<file path="config.mk">
export PLATFORM = sky130hd
export DESIGN_NAME = cpa_pipe
export DESIGN_NICKNAME = d
export VERILOG_FILES = /design/src/rtl/cpa_pipe.sv
export SDC_FILE = /design/constraint.sdc
export NUM_CORES = 1
export LEC_CHECK = 0
export BUFFER_PORTS_ARGS = -buffer_cell sky130_fd_sc_hd__buf_2
export CORE_MARGIN = 8
export CORE_UTILIZATION = 35
export DETAILED_ROUTE_END_ITERATION = 12
export MAX_ROUTING_LAYER = met4
export PLACE_DENSITY_LB_ADDON = 0.15
export SYNTH_ARGS = -nofsm -noshare
export SYNTH_HDL_FRONTEND = slang
export SYNTH_SLANG_ARGS = --single-unit
export TNS_END_PERCENT = 50
</file>
<file path="constraint.sdc">
create_clock -name clk -period 6.55 [get_ports clk]
set_input_delay 0.9825 -clock clk [delete_from_list [all_inputs] [get_ports clk]]
set_output_delay 0.9825 -clock clk [all_outputs]
set_load 0.02 [all_outputs]
</file>
<file path="src/rtl/cpa_pipe.sv">
// Pipelined segmented carry-propagate adder: resolves redundant sum/carry vectors into
// a binary product, SEG bits per stage. Optional overflow flag output under CPA_OVF_EN.
module cpa_pipe #(
    parameter int WIDTH = 16,
    parameter int SEG   = 4
) (
    input  logic             clk,
    input  logic             rst_n,
    input  logic             in_valid,
    output logic             in_ready,
    input  logic [WIDTH-1:0] s_vec,
    input  logic [WIDTH-1:0] c_vec,
    input  logic             cin,
    output logic             out_valid,
    input  logic             out_ready,
    output logic [WIDTH-1:0] prod,
    output logic             cout
`ifdef CPA_OVF_EN
    ,
    output logic             ovf
`endif
);
    localparam int STAGES = WIDTH / SEG;

    generate
        if (SEG < 1 || (WIDTH % SEG) != 0) begin : g_bad_params
            $error("cpa_pipe: WIDTH must be a positive multiple of SEG");
        end
    endgenerate

    // SEG-bit ripple of full adders; returns {carry_out, sum}.
    function automatic logic [SEG:0] seg_add(input logic [SEG-1:0] a,
                                             input logic [SEG-1:0] b,
                                             input logic           ci);
        logic [SEG:0] r;
        logic         c;
        // NOTE: blocking assignments here model the ripple as an ordered chain of gates.
        c = ci;
        for (int i = 0; i < SEG; i++) begin
            r[i] = a[i] ^ b[i] ^ c;
            c    = (a[i] & b[i]) | (c & (a[i] ^ b[i]));
        end
        r[SEG] = c;
        return r;
    endfunction

    logic             r_valid [STAGES];
    logic             r_carry [STAGES];
    logic [WIDTH-1:0] r_res   [STAGES];
    logic [WIDTH-1:0] r_s     [STAGES];
    logic [WIDTH-1:0] r_c     [STAGES];

    logic             w_src_valid [STAGES];
    logic             w_src_ci    [STAGES];
    logic [WIDTH-1:0] w_src_res   [STAGES];
    logic [WIDTH-1:0] w_src_s     [STAGES];
    logic [WIDTH-1:0] w_src_c     [STAGES];
    logic [SEG:0]     w_seg       [STAGES];
    logic [WIDTH-1:0] w_res_nxt   [STAGES];
    logic             w_stall;
    logic             w_unused;

    generate
        for (genvar k = 0; k < STAGES; k++) begin : g_src
            if (k == 0) begin : g_first
                assign w_src_valid[k] = in_valid;
                assign w_src_ci[k]    = cin;
                assign w_src_res[k]   = '0;
                assign w_src_s[k]     = s_vec;
                assign w_src_c[k]     = c_vec;
            end else begin : g_next
                assign w_src_valid[k] = r_valid[k-1];
                assign w_src_ci[k]    = r_carry[k-1];
                assign w_src_res[k]   = r_res[k-1];
                assign w_src_s[k]     = r_s[k-1];
                assign w_src_c[k]     = r_c[k-1];
            end
        end
    endgenerate

    always_comb begin
        for (int k = 0; k < STAGES; k++) begin
            w_seg[k]     = seg_add(w_src_s[k][k*SEG +: SEG], w_src_c[k][k*SEG +: SEG], w_src_ci[k]);
            w_res_nxt[k] = w_src_res[k];
            w_res_nxt[k][k*SEG +: SEG] = w_seg[k][SEG-1:0];
        end
    end

    assign w_stall  = out_valid & ~out_ready;
    assign in_ready = ~w_stall;

    // Whole pipeline freezes on stall, so the presented result holds without a skid buffer.
    always_ff @(posedge clk) begin
        if (!rst_n) begin
            // NOTE: data registers are reset too, so prod/cout read 0 after reset and
            // bubbles never carry X to the outputs.
            for (int k = 0; k < STAGES; k++) begin
                r_valid[k] <= 1'b0;
                r_carry[k] <= 1'b0;
                r_res[k]   <= '0;
                r_s[k]     <= '0;
                r_c[k]     <= '0;
            end
        end else if (!w_stall) begin
            for (int k = 0; k < STAGES; k++) begin
                r_valid[k] <= w_src_valid[k];
                r_carry[k] <= w_seg[k][SEG];
                r_res[k]   <= w_res_nxt[k];
                r_s[k]     <= w_src_s[k];
                r_c[k]     <= w_src_c[k];
            end
        end
    end

    assign out_valid = r_valid[STAGES-1];
    assign prod      = r_res[STAGES-1];
    assign cout      = r_carry[STAGES-1];

    // Operand copies in the last stage are never consumed.
    assign w_unused  = ^{r_s[STAGES-1], r_c[STAGES-1]};

`ifdef CPA_OVF_EN
    assign ovf = r_carry[STAGES-1] & r_valid[STAGES-1];
`endif

endmodule

</file>
==> results.json <==
{
  "worst_slew_pin_slew_ps": 1170,
  "clk_pin_slew_ps": 60,
  "status": "finished, final reports clean",
  "fillCellCount": 1083,
  "cts_setup_buffers": 0,
  "die_x_um": 124,
  "first_iter_violations": 178,
  "critical_path.cell_chain": "buf_2 > nor2b_2 > inv_2 > buf_2",
  "viasPerCell": 4.62,
  "ir_drop_mv": 0.109,
  "fin_nets": 365,
  "grt.total_usage": 0.0917,
  "grt_pass1_wl_mm": 10.3,
  "relSlewSlack": 0.221,
  "fin_crit_ps": 3030,
  "crit_type": "in -> out",
  "maxSlewViolCount": 0,
  "crit_top_cell": "buf_2",
  "cts_inserted_buffers": 9,
  "finalSetupTns_ps": 0,
  "cts-hold-fix-buffers": 0,
  "h-tree-depth": 3,
  "synthesis.area_um2": 4050,
  "gp_congestion": 0.720,
  "setup-violations-final": 0,
  "grt_overflow": 0,
  "dp_hpwl_mm": 3.86,
  "rsz0062_at_grt": "no",
  "endpoint_kind": "output port",
  "ctsResizeCount": 0,
  "ys_ff_latch": 96,
  "drive_gt1_frac": 0.227,
  "worstPathArrival_ps": 2040,
  "p_switching_w": 0.000257,
  "required_ps": 5570,
  "worst_clock_skew_ps": 5.74,
  "stdcell_count": 460,
  "maxCapViolCount": 0,
  "wire_per_inst_um": 14.6,
  "worstSkewPairLatency_ps": 330,
  "fp.dieH_um": 124,
  "crit_path_top_delay_cell": "nor2b_2",
  "avgSynthCellArea_um2": 15.3,
  "ys_types": 16,
  "pin_count": 56,
  "leakage_nw": 2.22,
  "clockPowerShare": 0.386,
  "synth_fp_nets": 318,
  "finalCritPeriodShare": 0.462,
  "grt_max_degree": 93,
  "diodes": 0,
  "grt_pass1_vias": 2107,
  "p_comb_frac": 0.059,
  "core_area_um2": 11400,
  "cts.sinks": 96,
  "cpPeakStageDelay_ps": 620,
  "finalHoldViolCount": 0,
  "power_switching_share": 0.199,
  "antenna_found_initial": 0,
  "worstPathMaxFanout": 15,
  "drt_pass1_iterations": 4,
  "seqPwrFrac": 0.555,
  "rows": 39,
  "drtAntennaViolNets": 0,
  "power.density_nw_per_um2": 277,
  "start_util": 0.356,
  "clockBufferDepth": 2,
  "vias": 2125,
  "tritoncts": "yes",
  "ys_seq_area_frac": 0.697,
  "fmax_ghz": 0.330,
  "p_int_w": 0.00104,
  "synth_cells": 265,
  "min_path_type": "reg -> reg",
  "numPortBuffers": 55,
  "cts-root-buf": "clkbuf_16",
  "dieArea_um2": 15300,
  "area_growth_syn_to_layout_pct": 15.2,
  "wl_mm": 6.70,
  "drc": 0,
  "dp.cells": 444,
  "crit_path_start_kind": "input pin",
  "yosysWarnings": 0
}
## cell families (layout without fill, tap and decap cells)
family	Yosys count	after routing	synth area share
and+or+nand+nor	99	99	0.150
DFF	96	96	0.697
buffers and inverters	48	100	0.0603
adders and majority gates	16	16	0.0791
AOI/OAI and AO/OA	3	3	0.00556
muxes	3	3	0.00742
## final timing paths
path / from / depth (start not counted) / to / slack, ps
setup / recovery: out_ready / 4 / in_ready / 3520
hold / removal: r_valid[0]$_DFF_P_ / 2 / r_valid[1]$_DFF_P_ / 480
setup reg to reg: r_valid[3]$_DFFE_PP_ / 2 / r_s[0][15]$_SDFFCE_PN0P_ / 4110
hold reg to reg: r_valid[0]$_DFF_P_ / 2 / r_valid[1]$_DFF_P_ / 480
## layer usage
metal / global-route usage / up-vias / wire length [um]
met2: 0.132 / 43 / 3060
met5: - / - / 0
met4: 0.0602 / 0 / 165
li1: - / 1048 / -
met3: 0.0219 / 12 / 345
met1: 0.113 / 1022 / 3120
## worst max-delay path, delay by kind of cell
| kind | cells | cell delay [ps] |
|---|---|---|
| and+or+nand+nor | 1 | 620 |
| buffers and inverters | 3 | 440 |
## cells in the mapped netlist, drive strengths merged
master / count / area share
nand4b: 3 / 0.0065
nand2: 5 / 0.0046
and3: 83 / 0.13
inv: 26 / 0.024
nor2b: 1 / 0.0022
dfxtp: 6 / 0.030
buf: 11 / 0.026
nor3: 7 / 0.0087
clkbuf: 10 / 0.0093
mux2i: 3 / 0.0074
edfxtp: 90 / 0.67
clkinv: 1 / 0.00093
o31ai: 3 / 0.0056
fa: 16 / 0.079
## per-stage QoR
step                setup WS [ps]  power, W  cell area, um^2   util  hold slack, ps
CTS                          3500   0.00131             4660  0.410             479
detailed placement           3440  0.000809             4380  0.385             465
global route                 3400   0.00134             4660  0.410             502
finish                       3520   0.00129             4660  0.410             478
floorplan                    2770  0.000778             4050      -             443
global placement             3480  0.000807             4380  0.385             461
## placed cells by master (no fill, tap or decap)
master / Yosys / final
edfxtp_1: 90 / 90
and3_1: 83 / 83
buf_2: 3 / 55
inv_1: 25 / 25
fa_1: 16 / 16
clkbuf_16: 0 / 9
nor3_1: 7 / 7
dfxtp_1: 6 / 6
nand2_1: 5 / 4
mux2i_1: 3 / 3
clkinv_1: 1 / 3
nand4b_1: 3 / 3
o31ai_1: 3 / 3
clkinv_2: 0 / 2
clkbuf_1: 10 / 2
buf_4: 0 / 2
nor2b_2: 1 / 1
inv_2: 1 / 1
nand2_4: 0 / 1
bufinv_16: 0 / 1
## flip-flops by register name, indices dropped and copies added (netlist names)
name and count:
r_c 24, r_carry 4, r_res 40, r_s 24
r_valid 4
## power groups by stage
stage	combinational (W)	clock (W)	sequential [W]
after floorplan	0.0000430	0	0.000735
after global placement	0.0000772	0	0.000730
after detailed placement	0.0000790	0	0.000730
after CTS	0.0000791	0.000511	0.000717
after global routing	0.0000876	0.000532	0.000721
final	0.0000769	0.000499	0.000717
## cell type report
cell class / instances / area (um^2) / area share
clock buffers: 11 / 233 / 0.0499
clock inverters: 5 / 47.5 / 0.0102
inverters: 27 / 101 / 0.0217
multi-input cells: 121 / 988 / 0.212
flip-flops and latches: 96 / 2820 / 0.605
well taps: 143 / 179 / 0.0384
repair buffers: 57 / 290 / 0.0623
No activity file was read; power rests on OpenSTA's default activity.
